**config.mk**
```make
export PLATFORM = sky130hd
export DESIGN_NAME = fft8_frame_seq
export DESIGN_NICKNAME = d
export VERILOG_FILES = /design/src/rtl/fft8_frame_seq.sv
export SDC_FILE = /design/constraint.sdc
export NUM_CORES = 1
export LEC_CHECK = 0
export BUFFER_PORTS_ARGS = -buffer_cell sky130_fd_sc_hd__buf_2
export CAP_MARGIN = 0
export CORE_MARGIN = 3
export CORE_UTILIZATION = 28
export CTS_CLUSTER_DIAMETER = 150
export DETAILED_ROUTE_END_ITERATION = 8
export GPL_TIMING_DRIVEN = 1
export PLACE_DENSITY = 0.53
export SLEW_MARGIN = 20
export SYNTH_ARGS = -nofsm -noshare
export SYNTH_HDL_FRONTEND = slang
export SYNTH_SLANG_ARGS = --single-unit
export TNS_END_PERCENT = 50
```
**constraint.sdc**
```tcl
create_clock -name clk -period 1.81 [get_ports clk]
set_clock_uncertainty 0.05 [all_clocks]
set_input_delay 0.0905 -clock clk [delete_from_list [all_inputs] [get_ports clk]]
set_output_delay 0.0905 -clock clk [all_outputs]
set_load 0.005 [all_outputs]
```
**src/rtl/fft8_frame_seq.sv**
```systemverilog
// fft8_frame_seq
//   Stream-to-frame sequencer for fft8_core. Collects 8 complex samples from a
//   valid/ready stream into the core's flat input buses, pulses core_start,
//   waits for core_done, captures the 8 result bins and replays them in order
//   on a valid/ready output stream.
//   Optional feature: define FFT8_SEQ_TIMEOUT_EN to enable the WAIT watchdog
//   that drives err_timeout. Without it the core may take any number of cycles
//   and err_timeout is tied low.
module fft8_frame_seq #(
    parameter int DATA_W      = 16,
    parameter int TIMEOUT_CYC = 64
) (
    input  logic                clk,
    input  logic                rst_n,
    input  logic                s_valid,
    output logic                s_ready,
    input  logic [DATA_W-1:0]   s_re,
    input  logic [DATA_W-1:0]   s_im,
    output logic                m_valid,
    input  logic                m_ready,
    output logic [DATA_W-1:0]   m_re,
    output logic [DATA_W-1:0]   m_im,
    output logic [2:0]          m_idx,
    output logic                m_last,
    output logic                core_start,
    output logic [8*DATA_W-1:0] core_in_re_flat,
    output logic [8*DATA_W-1:0] core_in_im_flat,
    input  logic [8*DATA_W-1:0] core_out_re_flat,
    input  logic [8*DATA_W-1:0] core_out_im_flat,
    input  logic                core_done,
    output logic                busy,
    output logic                err_timeout
);

    // state    | meaning
    // ---------+-----------------------------------------------------------
    // S_LOAD   | accepting samples into lanes 0..7 (s_ready high)
    // S_START  | single-cycle core_start pulse, input lanes frozen
    // S_WAIT   | waiting for core_done; results captured when it arrives
    // S_UNLOAD | replaying bins 0..7 on the output stream

    typedef enum logic [1:0] {
        S_LOAD   = 2'd0,
        S_START  = 2'd1,
        S_WAIT   = 2'd2,
        S_UNLOAD = 2'd3
    } state_e;

    if (DATA_W < 1 || TIMEOUT_CYC < 1) begin : g_param_check
        $error("fft8_frame_seq: DATA_W and TIMEOUT_CYC must be at least 1");
    end

    state_e                     state_q;
    logic [2:0]                 wr_cnt_q;
    logic [2:0]                 rd_cnt_q;
    logic [2:0]                 wr_cnt_d;
    logic [2:0]                 rd_cnt_d;
    logic                       s_ready_q;
    logic                       m_valid_q;
    logic                       core_start_q;
    logic                       busy_q;

    logic [7:0][DATA_W-1:0]     in_re_q;
    logic [7:0][DATA_W-1:0]     in_im_q;
    logic [7:0][DATA_W-1:0]     out_re_q;
    logic [7:0][DATA_W-1:0]     out_im_q;

    logic                       in_acc;
    logic                       res_capture;
    logic                       wait_expired;

    // Counter increments; both wrap 7 -> 0 naturally in 3 bits.
    always_comb begin
        wr_cnt_d = wr_cnt_q + 3'd1;
        rd_cnt_d = rd_cnt_q + 3'd1;
    end

    // s_ready_q is only ever high in S_LOAD, so it alone qualifies an input accept.
    assign in_acc      = s_valid && s_ready_q;
    assign res_capture = (state_q == S_WAIT) && core_done;

`ifdef FFT8_SEQ_TIMEOUT_EN
    localparam int WCW = (TIMEOUT_CYC > 1) ? $clog2(TIMEOUT_CYC) : 1;
    localparam logic [WCW-1:0] WAIT_LAST = WCW'(TIMEOUT_CYC - 1);

    logic [WCW-1:0] wait_cnt_q;
    logic           err_q;

    // wait_cnt_q holds the number of WAIT cycles already spent without done.
    assign wait_expired = (wait_cnt_q == WAIT_LAST);

    // Watchdog: counts WAIT cycles, latches the sticky error on expiry.
    always_ff @(posedge clk) begin
        if (!rst_n) begin
            wait_cnt_q <= '0;
            err_q      <= 1'b0;
        end else begin
            if (state_q == S_WAIT) begin
                wait_cnt_q <= wait_cnt_q + WCW'(1);
            end else begin
                wait_cnt_q <= '0;
            end
            if ((state_q == S_WAIT) && !core_done && wait_expired) begin
                err_q <= 1'b1;
            end
        end
    end

    assign err_timeout = err_q;
`else
    assign wait_expired = 1'b0;
    assign err_timeout  = 1'b0;
`endif

    // Frame sequencer: state, counters and registered handshake/control outputs.
    always_ff @(posedge clk) begin
        if (!rst_n) begin
            state_q      <= S_LOAD;
            wr_cnt_q     <= 3'd0;
            rd_cnt_q     <= 3'd0;
            s_ready_q    <= 1'b1;
            m_valid_q    <= 1'b0;
            core_start_q <= 1'b0;
            busy_q       <= 1'b0;
        end else begin
            core_start_q <= 1'b0;
            case (state_q)
                S_LOAD: begin
                    if (in_acc) begin
                        wr_cnt_q <= wr_cnt_d;
                        if (wr_cnt_q == 3'd7) begin
                            state_q      <= S_START;
                            s_ready_q    <= 1'b0;
                            core_start_q <= 1'b1;
                            busy_q       <= 1'b1;
                        end
                    end
                end
                S_START: begin
                    state_q <= S_WAIT;
                end
                S_WAIT: begin
                    if (core_done) begin
                        state_q   <= S_UNLOAD;
                        rd_cnt_q  <= 3'd0;
                        m_valid_q <= 1'b1;
                    end else if (wait_expired) begin
                        // Abandon the frame: nothing is emitted for it.
                        state_q   <= S_LOAD;
                        s_ready_q <= 1'b1;
                        busy_q    <= 1'b0;
                    end
                end
                S_UNLOAD: begin
                    if (m_ready) begin
                        if (rd_cnt_q == 3'd7) begin
                            state_q   <= S_LOAD;
                            rd_cnt_q  <= 3'd0;
                            m_valid_q <= 1'b0;
                            s_ready_q <= 1'b1;
                            busy_q    <= 1'b0;
                        end else begin
                            rd_cnt_q <= rd_cnt_d;
                        end
                    end
                end
                default: begin
                    state_q <= S_LOAD;
                end
            endcase
        end
    end

    // Input lanes: written only on accepts, so they stay frozen through START/WAIT.
    always_ff @(posedge clk) begin
        if (!rst_n) begin
            in_re_q <= '0;
            in_im_q <= '0;
        end else if (in_acc) begin
            in_re_q[wr_cnt_q] <= s_re;
            in_im_q[wr_cnt_q] <= s_im;
        end
    end

    // Result buffer: all 16 lanes captured in the cycle done is seen in WAIT.
    always_ff @(posedge clk) begin
        if (!rst_n) begin
            out_re_q <= '0;
            out_im_q <= '0;
        end else if (res_capture) begin
            out_re_q <= core_out_re_flat;
            out_im_q <= core_out_im_flat;
        end
    end

    assign s_ready         = s_ready_q;
    assign m_valid         = m_valid_q;
    assign core_start      = core_start_q;
    assign busy            = busy_q;
    assign core_in_re_flat = in_re_q;
    assign core_in_im_flat = in_im_q;
    assign m_re            = out_re_q[rd_cnt_q];
    assign m_im            = out_im_q[rd_cnt_q];
    assign m_idx           = rd_cnt_q;
    assign m_last          = (rd_cnt_q == 3'd7);

endmodule

```
==> results.md, run 1 <==
* Status: finished with violations
* Failing checks: negative setup slack
* Setup-failing EPs final at 33
* Share of layout cells above drive strength 1 at 27.86%
* Post-layout power at 26,750 uW
* Hold Fails Final Rpt at 0
* Dpl cell area at 25,560 sq um
* Hold Path Origin: core_out_im_flat[112]
* Slew Viols, Final at 0
* Largest family of logic cells by synthesized area: compound AO/OA/AOI/OAI gates
* DRT Wirelength at 87,530 um
* Port buffer count at between 500 and 600
* Worst min-delay path class: input pin to flip-flop
* Post-synth EDFFs at 0
* WP data arrival at 2.29 ns
* Unique masters post-synth at 41
* Minimum clock period at approximately 2.4 ns
* RSZ-0062 raised after global routing: true
* Post-synthesis simple-gate area fraction at between 15 and 20%
* All-layer global routing usage at 21.25%
* Synthesized Nets at 2,801
* Worst reg2reg path depth at 6
* Mux contribution to synthesized area at 8.896%
* Pre-CTS WS at -0.09727 ns
* Fin worst setup slack at -0.6190 ns
* Final GP Congestion at 0.8485
* Crit path cell chain: buf_12 -> mux4_4 -> mux2_4 -> buf_6
* CP max stage delay at 0.66 ns
* Worst hold margin at 0.1959 ns
* Die Ht at between 200 and 300 um
* Most frequent cells after synthesis: dfxtp_1 (524), a21oi_1 (520), nand2_1 (516)
* Peak VDD IR at 0.7242 mV
* Setup crit start kind: flip-flop
* 1st-iter DRT viols at 1,730
* Post-Synth XOR/XNOR Area at 0.04168%
* Hold path endpoint: out_im_q[112]$_SDFFE_PN0P_
* Cts bufs inserted at 61
* Clock buffer depth at 3
* Post-synthesis compound-gate area fraction at between 10% and 20%
* CP max FO at 7
* Site Rows at 99
* Mean Syn Cell Area at between 8 and 9 sq um
* PD cells at 866.5 nW/um^2
* Total die area at roughly 78,000 sq um
* Post-synthesis sequential area ratio at 49.92%
* Slowest cell on the critical path: mux4_4
* CTS clk-pin slew, worst paths at about 0.06 ns
* TritonCTS clock tree: done
* Syn-to-layout area delta at 46.92%
* Yosys warns at 0
* First-pass GRT wire length at 130,600 um
* RR Startpoint: m_idx[0]$_SDFFE_PN0P_
* DR WL/cell at 20.36 um
* Crit Path Class: flip-flop to output pin
* RR Endpoint: m_idx[1]$_SDFFE_PN0P_
* H-tree levels at 2
* Worst Hold Depth at 4
* I/O pin total at 590
* Synth top area share at 49.92%
* GRT overflow at 0
* Initial Util at 28.51%
* Most frequent cell after synthesis: dfxtp_1
* Largest net degree at the start of global routing at 80
* Initial antenna violation count at 1
* CP Capture Type: output pin
* Vias in the first global route at 21,310
* Max Cap Viol at 0
* DRC Markers at 0
* Drt pass-1 iters at 7
* Critical path data required time at 1.67 ns
* Vias at approximately 22,000
* Cells after synthesis at around 2,500
* Root buf cell: clkbuf_16
* Post-route antenna net violation count at 0
* Clk_lat worst skew at 0.62 ns
* Async S/R FF share, synth at 0%
* Lkg Pwr at 0.01193 uW
* Via density at approximately 5
* Post-Layout Inst Area at 30,870 sq um
* CTS sink count at approximately 520
* Prevailing post-synth register cell: dfxtp_1
* R2R setup slack at 0.08 ns
* Main area contributors after synthesis: dfxtp_1 (50%), a21oi_1 (12%), nand2_1 (9.2%)
* Synth Area in Adders at 0.4168%
* Max Clk Rate at 411.7 MHz
* FF+latch count, synth at roughly 520
* Synthesized area at 21,010 sq um
* Core Area at 73,700 sq um
* Period utilization at 134.2%
* Post-synth top area cell: dfxtp_1
* Final Net Count at 3,592
* DP HPWL at 58,810 um
* Die width at 280.0 um
[stage by stage]
| step | utilization [%] | instances | setup TNS [ns] |
|---|---|---|---|
| after floorplan | - | 2501 | 0 |
| after global placement | 34.68 | 3890 | -1.056 |
| after detailed placement | 34.68 | 3890 | -1.371 |
| after CTS | 41.79 | 4296 | -20.84 |
| after global routing | 41.88 | 4298 | -21.17 |
| final | 41.89 | 4300 | -18.45 |
[cells by family (layout without fill, tap and decap cells)]
family	after synthesis	after routing
DFF	524	524
xor gates and xnor gates	1	1
muxes	100	100
buffers and inverters	284	1121
adders and majority gates	7	7
AOI/OAI and AO/OA	787	787
and+or+nand+nor	797	797
other	1	4
[placed cells by master (no fill, tap or decap), drive strengths merged, types with 2 or more instances in the layout]
master,instances
buf,714
dfxtp,524
a21oi,520
nand2,516
dlygate4sd3,292
o21ai,260
nand3,259
clkbuf,85
mux4,64
mux2,32
clkinv,17
inv,7
ha,7
mux2i,4
bufinv,4
diode,3
nor2,3
and3,3
nand2b,3
and2,2
and3b,2
nand3b,2
o31ai,2
clkinvlp,2
nor2b,2
[cell type report]
type                    count  area (sq um)
clock buffers              84          1763
inverters                   5         26.28
repair buffers           1007          7680
flip-flops and latches    524         10500
clock inverters            25         267.8
well taps                 959          1200
diodes                      3         7.507
fillers                  7279         42830
multi-input cells        1693          9430
[critical path, delay by kind of cell, from the launching register on]
kind                   cells  cell delay [ns]
buffers and inverters      2             0.29
DFF                        1             0.38
muxes                      2             0.99
[registers in the layout, indices dropped and copies added (netlist names)]
name / flops
out_im_q: 128
busy: 1
core_in_re_flat: 128
s_ready: 1
state_q: 2
core_start: 1
out_re_q: 128
m_valid: 1
m_idx: 3
wr_cnt_q: 3
core_in_im_flat: 128
[layer usage]
| metal | up-vias | GRT usage (%) | routed length [um] |
|---|---|---|---|
| met2 | 841 | 34.93 | 41820 |
| li1 | 10240 | - | - |
| met5 | - | 0 | 0 |
| met3 | 278 | 3.175 | 4531 |
| met1 | 10380 | 26.82 | 36120 |
| met4 | 0 | 11.79 | 5069 |
[worst max path at each step]
stage	from	to	slack [ns]	depth (start not counted)
6_report	m_idx[0]$_SDFFE_PN0P_	m_im[2]	-0.62	4
3_5_place_dp	m_idx[0]$_SDFFE_PN0P_	m_re[9]	-0.1	4
4_1_cts	m_idx[0]$_SDFFE_PN0P_	m_re[4]	-0.70	6
3_3_place_gp	m_idx[0]$_SDFFE_PN0P_	m_re[9]	-0.08	4
5_1_grt	m_idx[0]$_SDFFE_PN0P_	m_im[2]	-0.69	4
2_1_floorplan	m_idx[0]$_SDFFE_PN0P_	m_re[13]	0.13	4
[where the power goes]
part	internal, uW	switching, uW
logic	1100	1420
clock network	7340	5130
registers	11700	81.7
total	20100	6630
[what timing repair did]
action	CTS	global route
gates resized for setup	47	15
hold buffers	292	0
endpoints found under the hold margin	520	0
cloned	2	1
pin swaps	0	1
setup buffers	3	1
endpoints found under the setup margin	33	80
No activity file was read; power rests on OpenSTA's default activity.
==> run 2, diff against run 1 <==
--- a/config.mk
+++ b/config.mk
@@ -8,13 +8,12 @@
 export BUFFER_PORTS_ARGS = -buffer_cell sky130_fd_sc_hd__buf_2
 export CAP_MARGIN = 0
 export CORE_MARGIN = 3
-export CORE_UTILIZATION = 28
+export CORE_UTILIZATION = 40
 export CTS_CLUSTER_DIAMETER = 150
 export DETAILED_ROUTE_END_ITERATION = 8
 export GPL_TIMING_DRIVEN = 1
-export PLACE_DENSITY = 0.53
+export PLACE_DENSITY = 0.69
 export SLEW_MARGIN = 20
 export SYNTH_ARGS = -nofsm -noshare
 export SYNTH_HDL_FRONTEND = slang
 export SYNTH_SLANG_ARGS = --single-unit
-export TNS_END_PERCENT = 50
==> results.md, run 2 (synthesis gave the netlist of run 1 again) <==
* Status: finished with violations
* Failing checks: negative setup slack
* WP data arrival at 2.27 ns (-0.02 ns)
* Root buf cell: clkbuf_16
* Largest net degree at the start of global routing at 96 (+20%)
* Crit Path Class: flip-flop to output pin
* Setup-failing EPs final at 32 (-3.0%)
* DRC Markers at 0 (unchanged)
* Total die area at 55,320 sq um (-29%)
* Via density at 5.850 (+16%)
* Worst Hold Depth at 4 (unchanged)
* Peak VDD IR at 0.7932 mV (+9.5%)
* Cts bufs inserted at 55 (-9.8%)
* DR WL/cell at 22.65 um (+11%)
* Initial antenna violation count at 7 (+6)
* Share of layout cells above drive strength 1 at 27.00% (-0.86 points)
* Core Area at 51,610 sq um (-30%)
* GRT overflow at 0 (unchanged)
* Slew Viols, Final at 0 (unchanged)
* Critical path depth at 5 (+1)
* Inst Count DP at 3,571 (-8.2%)
* Commonest non-fill, non-tap cell in the layout: buf_2
* Max Cap Viol at 0 (unchanged)
* Worst reg2reg path depth at 6 (unchanged)
* RSZ-0062 raised after global routing: true
* CP max stage delay at 0.52 ns (-0.14 ns)
* Fin worst setup slack at -0.6012 ns (+0.01782 ns)
* CTS sink count at 524 (unchanged)
* I/O pin total at 590 (unchanged)
* H-tree levels at 2 (unchanged)
* Max Clk Rate at 414.7 MHz (+0.74%)
* PD cells at 859.3 nW/um^2 (-0.83%)
* Minimum clock period at 2.411 ns (-0.01782 ns)
* Die width at 235.2 um (-16%)
* Number of fill cells at 4,151 (-43%)
* Slowest cell on the critical path: mux4_2
* Worst path bufs/invs at 3 (+1)
* DP HPWL at 55,360 um (-5.9%)
* Clk_lat worst skew at 0.60 ns (-0.02 ns)
* Worst hold margin at 0.2255 ns (+0.02962 ns)
* Vias at 23,260 (+7.0%)
* Post-layout power at 25,820 uW (-3.5%)
* TritonCTS clock tree: done
* Hold Fails Final Rpt at 0 (unchanged)
* Post-route antenna net violation count at 0 (unchanged)
* Initial Util at 40.71% (+12 points)
* Site Rows at 83 (-16%)
* Most frequent cells in the layout: buf_2 (568), dfxtp_1 (520), a21oi_1 (518)
* Worst min-delay path class: input pin to flip-flop
* Post-route setup TNS at -17.36 ns (+1.085 ns)
* CTS clk-pin slew, worst paths at 0.06 ns (about the same)
* Vias in the first global route at 22,870 (+7.3%)
* CP Capture Type: output pin
* Period utilization at 133.2% (-0.98 points)
* Final Net Count at 3,549 (-1.2%)
* Syn-to-layout area delta at 42.99%
* 1st-iter DRT viols at 2,548 (+47%)
* CP max FO at 8 (+1)
* First-pass GRT wire length at 134,300 um (+2.9%)
* Port buffer count at 588 (unchanged)
* Layout Cells excl Fill at 3,976 (-7.5%)
* Drt pass-1 iters at 8 (+1)
* DRT Wirelength at 90,060 um (+2.9%)
* Lkg Pwr at 0.01162 uW (-2.6%)
* All-layer global routing usage at 30.46% (+9.2 points)
* Clock buffer depth at 3 (unchanged)
* Die Ht at 235.2 um (-16%)
* Crit path cell chain: buf_12 -> buf_16 -> mux4_2 -> mux2_4 -> buf_6
* Critical path data required time at 1.67 ns (about the same)
* Delay-heaviest family, CP: multiplexers
* Final GP Congestion at 1.002 (+18%)
* Setup crit start kind: flip-flop
* Final Util at 58.22% (+16 points)
run 2: through the flow:
step	worst slack, ns	area [sq um]
final	-0.6012	30050
after global routing	-0.6466	30040
after CTS	-0.5914	29840
after detailed placement	-0.06586	24850
after global placement	-0.04078	24850
after floorplan	0.1288	21010
run 2: worst paths after layout:
check / startpoint / to / slack [ns]
hold reg to reg: out_re_q[85]$_SDFFE_PN0P_ / out_re_q[85]$_SDFFE_PN0P_ / 0.41
hold / removal: core_out_im_flat[46] / out_im_q[46]$_SDFFE_PN0P_ / 0.23
setup reg to reg: m_idx[0]$_SDFFE_PN0P_ / m_idx[1]$_SDFFE_PN0P_ / 0.05
setup / recovery: m_idx[0]$_SDFFE_PN0P_ / m_im[2] / -0.60
run 2: final cells by class:
cell class	instances	area, sq um	share of cell area, %
inverter	5	26.28	0.08745
multi-input combinational	1693	9435	31.40
tap	680	850.8	2.832
timing repair buffer	970	7375	24.54
clock buffer	79	1628	5.417
antenna	7	17.52	0.05830
sequential	524	10500	34.94
clock inverter	18	215.2	0.7162
run 2: tightest hold or removal path: stages:
cell and delay, ns:
dlygate4sd3_1 0.53, buf_2 0.12, nand2_1 0.04, a21oi_1 0.05
run 2: power by group:
group | switching, uW | internal [uW]
logic | 1420 | 1050
clock network | 4890 | 6700
registers | 89.6 | 11700
total | 6400 | 19400
run 2: what timing repair did:
| action | 4_1_cts | 5_1_grt |
|---|---|---|
| resized for setup | 37 | 26 |
| buffers inserted | 3 | 1 |
| pin swaps | 0 | 2 |
| endpoints found under the setup margin | 34 | 145 |
| gates cloned | 1 | 4 |
| hold buffers | 292 | 0 |
| endpoints found under the hold margin | 523 | 0 |
run 2: per-layer routing:
layer | vias up | track usage [%] | share of wire [%]
met3 | 400 | 9.478 | 12
met1 | 10930 | 36.22 | 36
met2 | 1800 | 48.39 | 45
li1 | 10130 | - | -
met5 | - | 0 | 0
met4 | 0 | 18.31 | 6.9
